`config.mk`:
```
export PLATFORM = sky130hd
export DESIGN_NAME = planificador_rr
export DESIGN_NICKNAME = d
export VERILOG_FILES = /design/src/rtl/planificador_rr_pkg.sv /design/src/rtl/planificador_rr_rr_grant.sv /design/src/rtl/planificador_rr.sv
export SDC_FILE = /design/constraint.sdc
export NUM_CORES = 1
export LEC_CHECK = 0
export ABC_AREA = 1
export CAP_MARGIN = 10
export CORE_ASPECT_RATIO = 0.6
export CORE_MARGIN = 2
export CORE_UTILIZATION = 40
export CTS_BUF_LIST = sky130_fd_sc_hd__clkbuf_2
export DETAILED_ROUTE_END_ITERATION = 10
export GPL_TIMING_DRIVEN = 0
export PLACE_DENSITY = 0.72
export SLEW_MARGIN = 20
export SYNTH_ARGS = -nofsm -noshare
export SYNTH_HDL_FRONTEND = slang
export SYNTH_SLANG_ARGS = --single-unit
export TNS_END_PERCENT = 100
```
`constraint.sdc`:
```
create_clock -name clk -period 1.78 [get_ports clk]
set_input_delay 0.267 -clock clk [delete_from_list [all_inputs] [get_ports clk]]
set_output_delay 0.267 -clock clk [all_outputs]
set_load 0.05 [all_outputs]
```
`src/rtl/planificador_rr_pkg.sv`:
```
// Shared definitions for the round-robin FIFO scheduler: state encoding,
// default widths and the port count.
package planificador_rr_pkg;

    localparam int NUM_PORTS   = 4;
    localparam int DATA_W_DEF  = 10;
    localparam int DEST_LO_DEF = 8;
    localparam int CNT_W_DEF   = 8;

    typedef enum logic [1:0] {
        IDLE  = 2'd0,
        FETCH = 2'd1,
        ROUTE = 2'd2
    } state_t;

    function automatic logic [NUM_PORTS-1:0] onehot(input logic [1:0] idx);
        return NUM_PORTS'(1) << idx;
    endfunction

endpackage

```
`src/rtl/planificador_rr_rr_grant.sv`:
```
// Combinational 4-way round-robin picker: first requester at or after ptr,
// wrapping modulo 4.
module rr_grant
    import planificador_rr_pkg::*;
(
    input  logic [NUM_PORTS-1:0] req,
    input  logic [1:0]           ptr,
    output logic [1:0]           gnt_idx,
    output logic                 gnt_valid
);

    logic [1:0] idx;

    // Walk offsets from farthest to nearest so the nearest requester wins.
    always_comb begin
        gnt_idx   = ptr;
        gnt_valid = 1'b0;
        idx       = ptr;
        for (int k = NUM_PORTS - 1; k >= 0; k--) begin
            idx = ptr + 2'(k);
            if (req[idx]) begin
                gnt_idx   = idx;
                gnt_valid = 1'b1;
            end
        end
    end

endmodule

```
`src/rtl/planificador_rr.sv`:
```
// Round-robin scheduler moving words from four input FIFOs to four output
// FIFOs, with head-of-line hold on a full destination and per-output counters.
module planificador_rr
    import planificador_rr_pkg::*;
#(
    parameter int DATA_W  = DATA_W_DEF,
    parameter int DEST_LO = DEST_LO_DEF,
    parameter int CNT_W   = CNT_W_DEF
) (
    input  logic                         clk,
    input  logic                         reset,
    input  logic [NUM_PORTS-1:0]         in_empty,
    input  logic [NUM_PORTS-1:0]         out_full,
    input  logic [DATA_W-1:0]            dato0_i,
    input  logic [DATA_W-1:0]            dato1_i,
    input  logic [DATA_W-1:0]            dato2_i,
    input  logic [DATA_W-1:0]            dato3_i,
    output logic [NUM_PORTS-1:0]         pop,
    output logic [NUM_PORTS-1:0]         push,
    output logic [DATA_W-1:0]            dato_o,
    output logic [NUM_PORTS*CNT_W-1:0]   cnt_o,
    output logic                         busy
);

    state_t                            state_q, state_d;
    logic [1:0]                        rr_q, gnt_q, gnt_idx, dest;
    logic                              gnt_valid, route_ok;
    logic [DATA_W-1:0]                 held_q, last_q;
    logic [NUM_PORTS-1:0][DATA_W-1:0]  dato_in;
    logic [NUM_PORTS-1:0][CNT_W-1:0]   cnt_q;
    logic [NUM_PORTS-1:0]              pop_c, push_c;

    assign dato_in  = {dato3_i, dato2_i, dato1_i, dato0_i};
    assign dest     = held_q[DEST_LO+1:DEST_LO];
    assign route_ok = (state_q == ROUTE) && !out_full[dest];

    rr_grant u_rr_grant (
        .req       (~in_empty),
        .ptr       (rr_q),
        .gnt_idx   (gnt_idx),
        .gnt_valid (gnt_valid)
    );

    always_comb begin
        state_d = state_q;
        pop_c   = '0;
        push_c  = '0;
        case (state_q)
            IDLE: begin
                if (gnt_valid) begin
                    pop_c   = onehot(gnt_idx);
                    state_d = FETCH;
                end
            end
            FETCH: state_d = ROUTE;
            ROUTE: begin
                if (route_ok) begin
                    push_c  = onehot(dest);
                    state_d = IDLE;
                end
            end
            default: state_d = IDLE;
        endcase
    end

    // Strobes are masked during reset so an aborted hold never leaks a push.
    assign pop  = reset ? '0 : pop_c;
    assign push = reset ? '0 : push_c;

    always_ff @(posedge clk) begin
        if (reset) begin
            state_q <= IDLE;
            rr_q    <= '0;
            gnt_q   <= '0;
            held_q  <= '0;
            last_q  <= '0;
            cnt_q   <= '0;
        end else begin
            state_q <= state_d;
            if (state_q == IDLE && gnt_valid)
                gnt_q <= gnt_idx;
            if (state_q == FETCH)
                held_q <= dato_in[gnt_q];
            if (route_ok) begin
                last_q       <= held_q;
                cnt_q[dest]  <= cnt_q[dest] + CNT_W'(1);
                rr_q         <= gnt_q + 2'd1;
            end
        end
    end

    // While routing the held word is presented; otherwise the last pushed word.
    assign dato_o = (state_q == ROUTE) ? held_q : last_q;
    assign cnt_o  = cnt_q;
    assign busy   = (state_q != IDLE);

endmodule

```
==> impl_metrics.csv, run 1 <==
group,metric,value,unit
worst_setup_path,cp.arrival,2.18,ns
finish,fin_area,0.006121,mm²
logic_synthesis,seq_area_frac_synth,33.42,%
finish,drive_gt1_share,40.28,%
worst_setup_path,reg2reg_depth,15,
logic_synthesis,netlist_area,0.003475,mm²
logic_synthesis,synthTopCellsByArea,"dfxtp_1, nand2_1, a21oi_1, inv_1, o21ai_0",
worst_setup_path,worstSetupPathType,"reg2out",
finish,fillers,577,
sta,min_period_over_period,137.6,%
clocking,htree_levels,3,
run_status,violations,"negative setup slack",
power_and_ir_drop,swShare,39.95,%
finish,area_growth,76.16,%
worst_setup_path,r2r-start,"held_q[8]$_SDFFE_PP0N_",
logic_synthesis,ys_top_cells_by_count,"nand2_1, inv_1, dfxtp_1",
placed_design,hpwl,8590,µm
clocking,cts_tree,"yes",
sta,drv_slew,0,
clocking,clkLatencyLatePin,0.57,ns
power_and_ir_drop,intPower,2.580,mW
hold_path,hold_class,"reg2reg",
drt,drtPass1Iterations,7,
logic_synthesis,synthDistinctLibCells,33,
logic_synthesis,syn_nets,584,
floorplanning,die-area,0.009473,mm²
logic_synthesis,synth_cells,533,
logic_synthesis,synth_most_common_cell,"nand2_1",
worst_setup_path,r2r_setup_slack,-0.29,ns
logic_synthesis,synth_warnings,0,
placed_design,gp_congestion,0.8978,
power_and_ir_drop,leakage,2.662,nW
worst_setup_path,cp-end-kind,"output port",
logic_synthesis,synth-edff-count,0,
worst_setup_path,cp.required,1.51,ns
floorplanning,fp.dieH,76.20,µm
drt,vias,4687,
sta,max_freq,408.3,MHz
placed_design,io_buffers,100,
logic_synthesis,async_flop_share,0,%
logic_synthesis,syn_avg_cell_area,6.519,µm²
worst_setup_path,startpoint_type,"flop",
logic_synthesis,synthFlopType,"dfxtp_1",
run_status,status,"finished, violations left",
drt,drc,0,
sta,hold_viol_final,0,
sta,rsz0062_at_grt,"true",
drt,avgViaCountPerCell,5.661,
drt,wirelength,16060,µm
sta,fin_crit,2.449,ns
worst_setup_path,crit_fanout,5,
floorplanning,io_pins,101,
worst_setup_path,crit_chain,"buf_8 > inv_8 > o21ai_4 > nand2_1 > nand3_2 > nand2_2 > nand2_2 > nand2_4 > buf_4 > nor2_4 > buf_8",
logic_synthesis,yosys.area.top_type,"dfxtp_1",
global_route,grt_pass1_vias,3959,
run,maxCapViolCount,0,
power_and_ir_drop,seqPwrFrac,33.6,%
floorplanning,start_util,41.08,%
floorplanning,fp.dieW,124.3,µm
power_and_ir_drop,powerDensity,702.0,mW/mm²
global_route,antenna_found_initial,1,
power_and_ir_drop,pwr-share-comb,42.8,%
hold_path,worstHoldStart,"held_q[3]$_SDFFE_PP0N_",
logic_synthesis,ys_seq_elements,58,
hold_path,hold_depth,2,
drt,avgRoutedWirePerCell,19.39,µm
worst_setup_path,reg2reg_to,"cnt_o[23]$_SDFFE_PP0P_",
global_route,grt_pass1_wl,20640,µm
global_route,grt_max_degree,11,
power_and_ir_drop,p_sw,1.717,mW
clocking,numCtsBuffers,9,
global_route,track_usage,27.43,%
finish,nets,761,
sta,worst_slew_pin_slew,0.6676,ns
placed_design,place_area,0.004667,mm²
worst_setup_path,cp_slowest_cell,"dfxtp_2",
worst_setup_path,critical-path-top-delay-family,"simple AND/OR/NAND/NOR gates",
clocking,root_buffer,"clkbuf_2",
sta,setup_viol,52,
sta,finClkSkew,0.04116,ns
worst_setup_path,path_buf_inv,4,
placed_design,dp.cells,745,
power_and_ir_drop,clkPwrFrac,23.6,%
finish,fin_cells,828,
drt,ant_nets,0,
floorplanning,coreArea,0.008458,mm²
clocking,clock_sinks,58,
floorplanning,rows,26,
sta,worst_slack,-0.6691,ns
logic_synthesis,synth_top_area_share,33.42,%
clocking,path_clk_slew,0.20,ns
clocking,ctsLongestPathBuffers,2,
power_and_ir_drop,totalPowerFinal,4.297,mW
global_route,grt_overflow,0,
drt,drtIter0Drc,594,
worst_setup_path,cpPeakStageDelay,0.39,ns
sta,max_slew_margin,55.49,%
hold_path,hold_end,"last_q[3]$_SDFFE_PP0P_",
clocking,ctsHoldBuffers,0,
power_and_ir_drop,ir_drop,0.3820,mV
-- flip-flops by register name, indices dropped and copies added, names as in the netlist --
name / cells
cnt_o: 32
gnt_q: 2
held_q: 10
last_q: 10
rr_q: 2
state_q: 2
-- worst min-delay path: stages, from the launching register on --
cell and delay (ns):
dfxtp_1 0.35, nand2_1 0.06, a21oi_1 0.05
-- routing by layer --
metal | global-route usage [%] | vias to the layer above | share of wire, %
li1 | - | 2049 | -
met1 | 38.89 | 2120 | 39
met3 | 8.778 | 109 | 14
met2 | 39.95 | 407 | 43
met4 | 7.753 | 2 | 5.0
met5 | 0 | - | 0.19
-- power groups by stage --
| stage | Combinational [mW] | Sequential, mW | Clock (mW) |
|---|---|---|---|
| 6_report | 1.84 | 1.44 | 1.01 |
| 5_1_grt | 1.91 | 1.45 | 1.07 |
| 4_1_cts | 1.42 | 1.43 | 0.977 |
| 3_5_place_dp | 1.15 | 1.45 | 0 |
| 3_3_place_gp | 1.13 | 1.45 | 0 |
| 2_1_floorplan | 0.697 | 1.50 | 0 |
-- how the worst max path moves through the flow --
stage / to / slack, ns / depth (start not counted) / startpoint
2_1_floorplan: dato_o[0] / -0.38 / 5 / state_q[1]$_SDFFE_PP0P_
3_3_place_gp: push[0] / -1.12 / 5 / reset
3_5_place_dp: pop[1] / -1.16 / 9 / in_empty[1]
4_1_cts: pop[2] / -0.54 / 10 / rr_q[0]$_SDFFE_PP0P_
5_1_grt: pop[1] / -0.77 / 11 / rr_q[0]$_SDFFE_PP0P_
6_report: pop[0] / -0.67 / 11 / rr_q[0]$_SDFFE_PP0P_
-- cell type report --
type | instances | area (µm²) | area share [%]
multi-input cells | 380 | 2584 | 42.21
repair buffers | 166 | 1573 | 25.70
flip-flops and latches | 58 | 1174 | 19.17
inverters | 71 | 304.0 | 4.967
plain buffers | 24 | 212.7 | 3.475
well taps | 112 | 140.1 | 2.289
clock inverters | 6 | 81.33 | 1.329
clock buffers | 10 | 50.05 | 0.8177
diodes | 1 | 2.502 | 0.04088
-- logic make-up after synthesis --
kind of cell | synth area share [%]
and+or+nand+nor | 34.79
AOI/OAI and AO/OA | 17.97
buffers and inverters | 11.59
DFF | 33.42
xor gates and xnor gates | 1.477
muxes | 0.3960
adders and majority gates | 0.3600
-- layout by cell type, fill, tap and decap left out, types with 2 or more instances in the layout --
cell	instances
buf_2	3
clkinv_2	2
inv_4	4
buf_6	41
nand2_2	44
o32ai_1	10
o21ai_1	2
inv_1	59
dfxtp_2	7
o21ai_0	34
a21oi_2	4
nor2_2	5
clkbuf_2	25
o21ai_4	12
a21oi_1	45
nor2_1	44
bufinv_16	2
clkdlybuf4s50_1	49
dfxtp_1	50
nand2_4	19
nor2_4	18
clkbuf_1	11
nand2_8	3
buf_12	6
inv_8	2
nand3_2	20
o21ai_2	4
nand3_1	6
clkdlybuf4s15_1	6
buf_4	39
nand2_1	94
nand4_4	4
buf_8	6
dlygate4sd2_1	13
inv_2	5
-- metrics by stage --
stage,worst slack [ns],utilization (%),setup TNS (ns),hold slack (ns)
global route,-0.7660,72.34,-14.09,0.4966
floorplan,-0.3765,-,-3.951,0.4391
finish,-0.6691,72.37,-11.89,0.4565
global placement,-1.125,55.18,-19.29,0.4492
CTS,-0.5427,64.59,-5.752,0.4628
detailed placement,-1.160,55.18,-21.36,0.4531
-- repair_timing --
item / 4_1_cts / 5_1_grt
gates cloned: 1 / 0
setup buffers: 33 / 37
gates resized for setup: 280 / 149
pin swaps: 31 / 59
endpoints found under the setup margin: 71 / 68
No activity file was read; power rests on OpenSTA's default activity.
==> inputs of run 2 (changes only) <==
--- a/config.mk
+++ b/config.mk
@@ -8,13 +8,13 @@
 export ABC_AREA = 1
 export CAP_MARGIN = 10
 export CORE_ASPECT_RATIO = 0.6
-export CORE_MARGIN = 2
 export CORE_UTILIZATION = 40
 export CTS_BUF_LIST = sky130_fd_sc_hd__clkbuf_2
 export DETAILED_ROUTE_END_ITERATION = 10
+export GPL_ROUTABILITY_DRIVEN = 0
 export GPL_TIMING_DRIVEN = 0
 export PLACE_DENSITY = 0.72
-export SLEW_MARGIN = 20
+export SLEW_MARGIN = 25
 export SYNTH_ARGS = -nofsm -noshare
 export SYNTH_HDL_FRONTEND = slang
 export SYNTH_SLANG_ARGS = --single-unit
==> run 2 against run 1 <==
Effect of this change:
- the run still ends with negative setup slack left
- via count fell by 3.9%
- die area fell by 4.2%
- highest routed layer is now met4
- first-iteration DRC count fell by 7.2%
- count of clock-buffer cells in the layout fell by 1
- worst hold slack got worse by 0.014 ns
- non-clock buffer count fell by 18
- largest power group unchanged
- combinational power fell by 4%
- critical path depth fell by 1
==> impl_metrics.csv, run 2 (same netlist as run 1, synthesis figures left out) <==
group,metric,value,unit
global_route,antenna_found_initial,0,
worst_setup_path,reg2reg_to,"cnt_o[10]$_SDFFE_PP0P_",
run_status,violations,"negative setup slack",
drt,drc,0,
sta,min_period_over_period,137.5,%
power_and_ir_drop,leakage,2.620,nW
worst_setup_path,startpoint_type,"flop",
finish,n_antenna_cell,0,
hold_path,hold_class,"reg2reg",
clocking,clock_sinks,58,
power_and_ir_drop,intPower,2.545,mW
worst_setup_path,r2r_setup_slack,-0.15,ns
clocking,root_buffer,"clkbuf_2",
floorplanning,start_util,42.72,%
floorplanning,coreArea,0.008133,mm²
worst_setup_path,cp.required,1.51,ns
sta,max_freq,408.6,MHz
global_route,grt_overflow,0,
sta,worst_slack,-0.6675,ns
worst_setup_path,worstSetupPathType,"reg2out",
power_and_ir_drop,pwr-share-comb,42.3,%
sta,worst_slew_pin_slew,0.6073,ns
drt,drtIter0Drc,551,
power_and_ir_drop,powerDensity,708.2,mW/mm²
worst_setup_path,cp.arrival,2.18,ns
drt,ant_nets,0,
worst_setup_path,cp-end-kind,"output port",
power_and_ir_drop,p_sw,1.638,mW
drt,vias,4502,
clocking,numCtsBuffers,9,
sta,fin_crit,2.448,ns
sta,hold_viol_final,0,
drt,wirelength,14650,µm
finish,final_cell_mix,"nand2_1, inv_1, dfxtp_1",
drt,avgRoutedWirePerCell,18.22,µm
global_route,grt_max_degree,11,
worst_setup_path,reg2reg_depth,13,
sta,tns,-6.846,ns
finish,largest_register_ffs,32,
hold_path,hold_depth,2,
finish,drive_gt1_share,34.48,%
sta,drv_slew,0,
drt,avgViaCountPerCell,5.600,
clocking,cts_tree,"yes",
floorplanning,io_pins,101,
finish,area_growth,69.97,%
finish,final_common_cell,"nand2_1",
clocking,clkLatencyLatePin,0.51,ns
clocking,path_clk_slew,0.19,ns
placed_design,io_buffers,100,
finish,nets,743,
worst_setup_path,crit_fanout,4,
floorplanning,die-area,0.009076,mm²
power_and_ir_drop,seqPwrFrac,34.5,%
placed_design,hpwl,8755,µm
run_status,status,"finished, violations left",
power_and_ir_drop,totalPowerFinal,4.182,mW
sta,finClkSkew,0.03334,ns
hold_path,worstHoldStart,"held_q[0]$_SDFFE_PP0N_",
clocking,ctsLongestPathBuffers,2,
global_route,grt_pass1_vias,4004,
sta,setup_viol,38,
run,maxCapViolCount,0,
sta,rsz0062_at_grt,"true",
floorplanning,fp.dieW,122.3,µm
global_route,grt_pass1_wl,20340,µm
clocking,ctsHoldBuffers,0,
clocking,htree_levels,3,
floorplanning,fp.dieH,74.20,µm
global_route,track_usage,29.77,%
drt,drtPass1Iterations,6,
power_and_ir_drop,clkPwrFrac,23.2,%
sta,max_slew_margin,59.52,%
floorplanning,rows,25,
hold_path,hold_end,"last_q[0]$_SDFFE_PP0P_",
power_and_ir_drop,swShare,39.16,%
power_and_ir_drop,ir_drop,0.3462,mV
worst_setup_path,r2r-start,"held_q[8]$_SDFFE_PP0N_",
-- run 2: cell types whose count changed in the layout (fill, tap and decap cells not counted), sizes merged --
cell,before,now
buf,95,75
clkbuf,37,25
clkdlybuf4s15,6,5
clkinvlp,1,2
diode,1,0
dlygate4sd2,13,27
inv,70,69
-- run 2: worst max-delay path, cell delays in order, from the launching register on --
cell and delay [ns]:
dfxtp_2 0.37, buf_2 0.15, o21ai_2 0.18, nand2_1 0.10, nand2_1 0.11, nand3_2 0.13
nand3_2 0.12, nand2_4 0.09, buf_4 0.15, nor2_4 0.10, buf_8 0.15
-- run 2: area by class of cell --
cell class              count  area [µm²]
well taps                 108       135.1
plain buffers              24       211.5
clock inverters             6       82.58
inverters                  71       314.1
clock buffers               9       45.04
flip-flops and latches     58        1174
multi-input cells         380        2484
repair buffers            148        1460
fillers                   576        2227
-- run 2: power by group through the flow --
stage	logic, mW	clock network, mW	registers, mW
3_5_place_dp	1.16	0	1.45
2_1_floorplan	0.697	0	1.50
3_3_place_gp	1.13	0	1.45
5_1_grt	1.85	1.01	1.45
4_1_cts	1.48	0.955	1.43
6_report	1.77	0.969	1.44
-- run 2: repair_timing --
action	CTS	global route
cloned	2	1
endpoints found under the setup margin	72	53
gates resized for setup	272	102
pin swaps	25	37
buffers inserted	29	20
-- run 2: how the worst max path moves through the flow --
stage / endpoint / slack, ns / cells after the start / from
after global placement: pop[3] / -1.10 / 9 / in_empty[1]
final: pop[2] / -0.67 / 10 / rr_q[0]$_SDFFE_PP0P_
after global routing: pop[2] / -0.73 / 10 / rr_q[0]$_SDFFE_PP0P_
after CTS: pop[2] / -0.55 / 10 / rr_q[0]$_SDFFE_PP0P_
after floorplan: dato_o[0] / -0.38 / 5 / state_q[1]$_SDFFE_PP0P_
after detailed placement: pop[1] / -1.21 / 9 / in_empty[1]
-- run 2: per-layer routing --
| layer | global-route usage, % | wire (µm) |
|---|---|---|
| met1 | 41.03 | 6147 |
| met2 | 44.76 | 6174 |
| met3 | 9.279 | 1845 |
| met4 | 8.537 | 480 |
| met5 | 0 | 0 |
-- run 2: through the flow --
step	hold slack [ns]	util [%]	instance area [µm²]	std cells	setup slack (ns)
floorplan	0.4391	-	3526	533	-0.3765
finish	0.4421	72.62	5906	804	-0.6675
CTS	0.4480	66.63	5419	787	-0.5522
global placement	0.4456	57.32	4662	741	-1.096
detailed placement	0.4532	57.32	4662	741	-1.208
global route	0.4932	72.62	5906	804	-0.7289
